===== src/rtl/matrix_result_tx_if.sv =====
// Signal bundle between the matrix multiplier result side and the UART
// result transmitter.
//   c0..c8 : 3x3 result matrix, row-major, one byte per element
//   done   : multiplier completion flag (only its rising edge matters)
//   tx     : UART serial line, 8N1, idle high
//   busy   : high while a 9-byte dump is in progress
//   sent   : one-cycle pulse when the last stop bit has completed
// master drives the matrix and done; slave is the transmitter.
interface matrix_result_tx_if;
  logic [7:0] c0;
  logic [7:0] c1;
  logic [7:0] c2;
  logic [7:0] c3;
  logic [7:0] c4;
  logic [7:0] c5;
  logic [7:0] c6;
  logic [7:0] c7;
  logic [7:0] c8;
  logic       done;
  logic       tx;
  logic       busy;
  logic       sent;

  modport master (
    output c0, c1, c2, c3, c4, c5, c6, c7, c8, done,
    input  tx, busy, sent
  );

  modport slave (
    input  c0, c1, c2, c3, c4, c5, c6, c7, c8, done,
    output tx, busy, sent
  );
endinterface


===== src/rtl/matrix_result_tx.sv =====
// Serialises a 3x3 byte matrix over a UART line (8N1, LSB first) when the
// multiplier's done flag rises. The matrix is snapshotted on the accepting
// edge, then c0..c8 are sent back to back with no idle gap between frames.
// Ports:
//   clk : clock, all state updates on its rising edge
//   rst : asynchronous active-low reset
//   bus : matrix_result_tx_if.slave (c0..c8, done in; tx, busy, sent out)
// Parameter CLKS_PER_BIT (>= 2) sets clock cycles per UART bit.
module matrix_result_tx #(
  parameter int CLKS_PER_BIT = 434
) (
  input  logic                 clk,
  input  logic                 rst,
  matrix_result_tx_if.slave    bus
);

  localparam int CW = $clog2(CLKS_PER_BIT);
  localparam logic [CW-1:0] TERM = CW'(CLKS_PER_BIT - 1);

  typedef enum logic [1:0] {
    IDLE  = 2'd0,
    START = 2'd1,
    DATA  = 2'd2,
    STOP  = 2'd3
  } state_t;

  state_t        state, state_nx;
  logic [CW-1:0] cnt, cnt_nx;
  logic [2:0]    bit_idx, bit_nx;
  logic [3:0]    byte_idx, byte_nx;
  logic          tx_reg, tx_nx;
  logic          busy_reg, busy_nx;
  logic          sent_reg, sent_nx;
  logic          done_d;
  logic          rise;
  logic          term;
  logic          capture;
  logic [7:0]    mat [0:8];
  logic [7:0]    in_mat [0:8];
  logic [7:0]    cur_byte;

  assign rise = bus.done & ~done_d;
  assign term = (cnt == TERM);

  assign bus.tx   = tx_reg;
  assign bus.busy = busy_reg;
  assign bus.sent = sent_reg;

  // Gather the interface bytes into an indexable array.
  always_comb begin
    in_mat[0] = bus.c0;
    in_mat[1] = bus.c1;
    in_mat[2] = bus.c2;
    in_mat[3] = bus.c3;
    in_mat[4] = bus.c4;
    in_mat[5] = bus.c5;
    in_mat[6] = bus.c6;
    in_mat[7] = bus.c7;
    in_mat[8] = bus.c8;
  end

  // Select the byte currently being serialised; out-of-range index sends zeros.
  always_comb begin
    if (byte_idx <= 4'd8) begin
      cur_byte = mat[byte_idx];
    end else begin
      cur_byte = 8'd0;
    end
  end

  // Next-state and next-output logic. Outputs are computed one cycle ahead so
  // that tx/busy/sent can come straight from flops.
  always_comb begin
    state_nx = state;
    cnt_nx   = cnt;
    bit_nx   = bit_idx;
    byte_nx  = byte_idx;
    tx_nx    = tx_reg;
    busy_nx  = busy_reg;
    sent_nx  = 1'b0;
    capture  = 1'b0;
    case (state)
      IDLE: begin
        if (rise) begin
          capture  = 1'b1;
          state_nx = START;
          cnt_nx   = '0;
          bit_nx   = 3'd0;
          byte_nx  = 4'd0;
          tx_nx    = 1'b0;
          busy_nx  = 1'b1;
        end else begin
          tx_nx    = 1'b1;
          busy_nx  = 1'b0;
        end
      end
      START: begin
        if (term) begin
          cnt_nx   = '0;
          bit_nx   = 3'd0;
          state_nx = DATA;
          tx_nx    = cur_byte[0];
        end else begin
          cnt_nx   = cnt + CW'(1);
        end
      end
      DATA: begin
        if (term) begin
          cnt_nx = '0;
          if (bit_idx == 3'd7) begin
            state_nx = STOP;
            tx_nx    = 1'b1;
          end else begin
            bit_nx   = bit_idx + 3'd1;
            tx_nx    = cur_byte[bit_idx + 3'd1];
          end
        end else begin
          cnt_nx = cnt + CW'(1);
        end
      end
      STOP: begin
        if (term) begin
          cnt_nx = '0;
          if (byte_idx < 4'd8) begin
            // Next frame starts immediately: stop bit flows into start bit.
            byte_nx  = byte_idx + 4'd1;
            state_nx = START;
            tx_nx    = 1'b0;
          end else begin
            state_nx = IDLE;
            tx_nx    = 1'b1;
            busy_nx  = 1'b0;
            sent_nx  = 1'b1;
          end
        end else begin
          cnt_nx = cnt + CW'(1);
        end
      end
      default: begin
        state_nx = IDLE;
        cnt_nx   = '0;
        bit_nx   = 3'd0;
        byte_nx  = 4'd0;
        tx_nx    = 1'b1;
        busy_nx  = 1'b0;
      end
    endcase
  end

  // FSM, counters, edge-detect and output registers.
  always_ff @(posedge clk or negedge rst) begin
    if (!rst) begin
      state    <= IDLE;
      cnt      <= '0;
      bit_idx  <= 3'd0;
      byte_idx <= 4'd0;
      tx_reg   <= 1'b1;
      busy_reg <= 1'b0;
      sent_reg <= 1'b0;
      done_d   <= 1'b0;
    end else begin
      state    <= state_nx;
      cnt      <= cnt_nx;
      bit_idx  <= bit_nx;
      byte_idx <= byte_nx;
      tx_reg   <= tx_nx;
      busy_reg <= busy_nx;
      sent_reg <= sent_nx;
      done_d   <= bus.done;
    end
  end

  // Matrix snapshot, taken only on the accepting edge so later input changes
  // cannot corrupt a dump in flight.
  always_ff @(posedge clk or negedge rst) begin
    if (!rst) begin
      for (int i = 0; i < 9; i++) begin
        mat[i] <= 8'd0;
      end
    end else if (capture) begin
      for (int i = 0; i < 9; i++) begin
        mat[i] <= in_mat[i];
      end
    end
  end

endmodule


===== src/flat_wrapper.sv =====
// flat-port wrapper written by rule: the top's interface ports become plain ports
module matrix_result_tx_flat 
#(
  parameter int CLKS_PER_BIT = 434
)
  (clk, rst, bus_c0, bus_c1, bus_c2, bus_c3, bus_c4, bus_c5, bus_c6, bus_c7, bus_c8, bus_done, bus_tx, bus_busy, bus_sent);
  matrix_result_tx_if bus_i ();
  input  logic clk;
  input  logic rst;
  input wire logic [$bits(bus_i.c0)-1:0] bus_c0;
  input wire logic [$bits(bus_i.c1)-1:0] bus_c1;
  input wire logic [$bits(bus_i.c2)-1:0] bus_c2;
  input wire logic [$bits(bus_i.c3)-1:0] bus_c3;
  input wire logic [$bits(bus_i.c4)-1:0] bus_c4;
  input wire logic [$bits(bus_i.c5)-1:0] bus_c5;
  input wire logic [$bits(bus_i.c6)-1:0] bus_c6;
  input wire logic [$bits(bus_i.c7)-1:0] bus_c7;
  input wire logic [$bits(bus_i.c8)-1:0] bus_c8;
  input wire logic [$bits(bus_i.done)-1:0] bus_done;
  output wire logic [$bits(bus_i.tx)-1:0] bus_tx;
  output wire logic [$bits(bus_i.busy)-1:0] bus_busy;
  output wire logic [$bits(bus_i.sent)-1:0] bus_sent;
  assign bus_i.c0 = bus_c0;
  assign bus_i.c1 = bus_c1;
  assign bus_i.c2 = bus_c2;
  assign bus_i.c3 = bus_c3;
  assign bus_i.c4 = bus_c4;
  assign bus_i.c5 = bus_c5;
  assign bus_i.c6 = bus_c6;
  assign bus_i.c7 = bus_c7;
  assign bus_i.c8 = bus_c8;
  assign bus_i.done = bus_done;
  assign bus_tx = bus_i.tx;
  assign bus_busy = bus_i.busy;
  assign bus_sent = bus_i.sent;
  matrix_result_tx #(.CLKS_PER_BIT(CLKS_PER_BIT)) u_core (.clk(clk), .rst(rst), .bus(bus_i));
endmodule

===== config.mk =====
export PLATFORM = sky130hd
export DESIGN_NAME = matrix_result_tx_flat
export DESIGN_NICKNAME = d
export VERILOG_FILES = /design/src/rtl/matrix_result_tx_if.sv /design/src/rtl/matrix_result_tx.sv /design/src/flat_wrapper.sv
export SDC_FILE = /design/constraint.sdc
export NUM_CORES = 1
export LEC_CHECK = 0
export CAP_MARGIN = 20
export CORE_ASPECT_RATIO = 1.1
export CORE_MARGIN = 3
export CORE_UTILIZATION = 48
export CTS_CLUSTER_SIZE = 10
export DETAILED_ROUTE_END_ITERATION = 10
export MAX_ROUTING_LAYER = met4
export PLACE_DENSITY_LB_ADDON = 0.08
export SYNTH_ARGS = -nofsm -noshare
export SYNTH_HDL_FRONTEND = slang
export SYNTH_SLANG_ARGS = --single-unit
export TNS_END_PERCENT = 1

===== constraint.sdc =====
create_clock -name clk -period 1.8 [get_ports clk]
set_input_delay 0.36 -clock clk [delete_from_list [all_inputs] [get_ports clk]]
set_output_delay 0.36 -clock clk [all_outputs]
set_load 0.01 [all_outputs]

==> impl_metrics.tcl <==
set metrics [dict create \
    status "finished, violations left" \
    violations "negative setup slack" \
    ys_async_sr_fraction_pct 100 \
    cts_tree "done" \
    clk_pin_slew_ns 0.10 \
    cap_violations 0 \
    worstHoldPathType "in2reg" \
    worst_r2r_startpoint "u_core.byte_idx[0]" \
    multiInputGateArea_um2 2180 \
    reg_top3 "u_core.mat: 72 flops, u_core.cnt: 9 flops, u_core.byte_idx: 4 flops" \
    min-delay-start "bus_done" \
    die_h_um 108 \
    post-dp-hpwl_mm 8.01 \
    clk_latency_ns 0.36 \
    startpoint_type "flop" \
    drc_errors 0 \
    p_per_area_nw_per_um2 1480 \
    cp.depth 8 \
    vias 3274 \
    grt_pass1_wl_mm 17.5 \
    antenna_found_initial 0 \
    drtIter0Drc 127 \
    regArea_um2 2350 \
    cp_top_family "compound AO/OA/AOI/OAI gates" \
    worstReg2RegEnd "u_core.bus.tx" \
    row_count 36 \
    ioPinCount 78 \
    start_util_pct 50.5 \
    crit_required_ns 2.10 \
    core_area_um2 9050 \
    hold_depth 1 \
    clockBufferDepth 2 \
    synth_edf_count 0 \
    skew_ns 0.0107 \
    clkSinkCount 94 \
    diodes 0 \
    ant_nets 0 \
    slowest_stage "mux4_2" \
    synthCells 362 \
    wirelength_mm 10.7 \
    cts_root_buf "clkbuf_8" \
    setup_tns_ns -0.570 \
    arrival_ns 2.35 \
    leakage_nw 2.65 \
    finalNetCount 568 \
    finalCritPeriodShare_pct 114 \
    largest-register "u_core.mat" \
    synth_warnings 0 \
    overflow 0 \
    ff2ff_setup_slack_ns -0.26 \
    ys_seq_area_share_pct 51.5 \
    synth.distinct_cells 44 \
    ys_seq_elements 94 \
    final_common_cell "dfrtp_1" \
    final_cell_mix "dfrtp_1 (93), mux2_2 (75), clkdlybuf4s50_1 (75), buf_4 (40), nand2_1 (26)" \
    port_buffers 77 \
    rr_worst_depth 8 \
    worst_slack_ns -0.255 \
    slew_headroom_pct 66.3 \
    grt_pass1_vias 3466 \
    via_per_inst 5.45 \
    ys.flop_type "dfrtp_1" \
    drive_gt1_share_pct 35.1 \
    crit_chain "buf_6 -> buf_12 -> mux4_2 -> nor2_2 -> o41ai_4 -> o21ai_0 -> nand2_1 -> a211o_1" \
    cts_htree_levels 3 \
    die-area_um2 10700 \
    tightest_slew_ns 0.505 \
    cts_buffers 9 \
    min_period_ns 2.06 \
    track_usage_pct 21.6 \
    routedWlPerCell_um 17.7 \
    slew_violations 0 \
    syn_area_um2 4570 \
    avgSynthCellArea_um2 12.6 \
    setup_viol 6 \
    end_kind "flop" \
    die_w_um 99.0 \
    areaGrowthSynthToFinish_pct 34.4 \
    hold_viol_final 0 \
    ir_drop_mv 0.746 \
    crit_type "reg2reg" \
    hold_path_end "u_core.done_d" \
    fmax_mhz 487 \
    slowest_delay_ns 0.50 \
    grt_max_degree 48 \
    cp_max_fo 8 \
    num-fill-cells 685 \
    gp_congestion 0.901 \
    first_pass_iters 4 \
    worst-path-buf-inv 2 \
    grt_setup_unrepaired "true" \
    synth_fp_nets 448 \
    pre_cts_ws_ns -0.340 \
    largest_register_ffs 72 \
]
==> cells in the mapped netlist (3+ instances only) <==
| master | instances | area, µm² |
|---|---|---|
| dfrtp_1 | 93 | 2330 |
| mux2_2 | 75 | 845 |
| nand2_1 | 27 | 101 |
| o21ai_0 | 23 | 115 |
| clkbuf_1 | 11 | 41.3 |
| ha_1 | 11 | 138 |
| inv_1 | 11 | 41.3 |
| nor2_1 | 11 | 41.3 |
| nand2b_1 | 10 | 62.6 |
| a21oi_1 | 9 | 45.0 |
| mux4_2 | 9 | 203 |
| nor2b_1 | 8 | 50.1 |
| and3_1 | 7 | 43.8 |
| a2111oi_0 | 5 | 43.8 |
| a211oi_1 | 4 | 30.0 |
| a22oi_1 | 4 | 30.0 |
| nand3_1 | 4 | 20.0 |
| buf_2 | 3 | 15.0 |
==> worst max-delay path by stage <==
stage,startpoint,to,slack [ns]
floorplan,u_core.byte_idx[0],u_core.bus.tx,-0.13
global placement,u_core.byte_idx[0],u_core.bus.tx,-0.25
detailed placement,u_core.byte_idx[0],u_core.bus.tx,-0.34
CTS,u_core.byte_idx[0],u_core.bus.tx,-0.25
global route,u_core.byte_idx[0],u_core.bus.tx,-0.35
finish,u_core.byte_idx[0],u_core.bus.tx,-0.26
==> stage by stage <==
step / total power, mW / instance area (µm²) / utilization, % / hold WS [ns] / instances
after CTS: 9.05 / 6100 / 67.3 / 0.477 / 601
final: 9.11 / 6140 / 67.8 / 0.492 / 601
after floorplan: 5.96 / 4570 / - / 0.0644 / 362
after detailed placement: 7.40 / 5790 / 63.9 / 0.361 / 579
after global routing: 9.71 / 6140 / 67.8 / 0.497 / 601
after global placement: 7.27 / 5790 / 63.9 / 0.362 / 579
==> repair_timing <==
item                       in CTS  in global routing
setup endpoints to repair      12                 16
gates resized for setup        20                 20
pin swaps                       9                  6
setup buffers                   5                  0
hold buffers                    1                  0
hold endpoints to repair       33                  0
==> per-layer routing <==
metal	track usage (%)	vias to the layer above	wire, µm
met4	6.73	0	133
met3	2.52	14	329
met5	-	-	0
met1	27.9	1630	4790
li1	-	1562	-
met2	35.8	68	5410
==> where the power goes <==
part / switching [mW] / internal, mW / total, mW
clock: 0.797 / 0.665 / 1.46
combinational: 1.64 / 2.28 / 3.92
sequential: 0.650 / 3.08 / 3.73
==> cell families (layout without fill, tap and decap cells) <==
group           after synthesis  after routing  share of synthesized area (%)
fa+ha+maj                    11             11                           3.01
flops                        94             94                           51.5
xor+xnor                      2              2                          0.383
buf+inv                      28            153                           2.71
simple gates                 75             75                           8.46
mux                          88             88                           24.5
compound gates               64             64                           9.44
==> final cells by class <==
class                   count  share of cell area, %
well taps                 114                   2.32
repair buffers            126                   19.8
clock inverters             7                   1.30
multi-input cells         240                   35.5
flip-flops and latches     94                   38.3
inverters                  11                  0.672
clock buffers               9                   2.02
(Power assumes the default switching activity.)
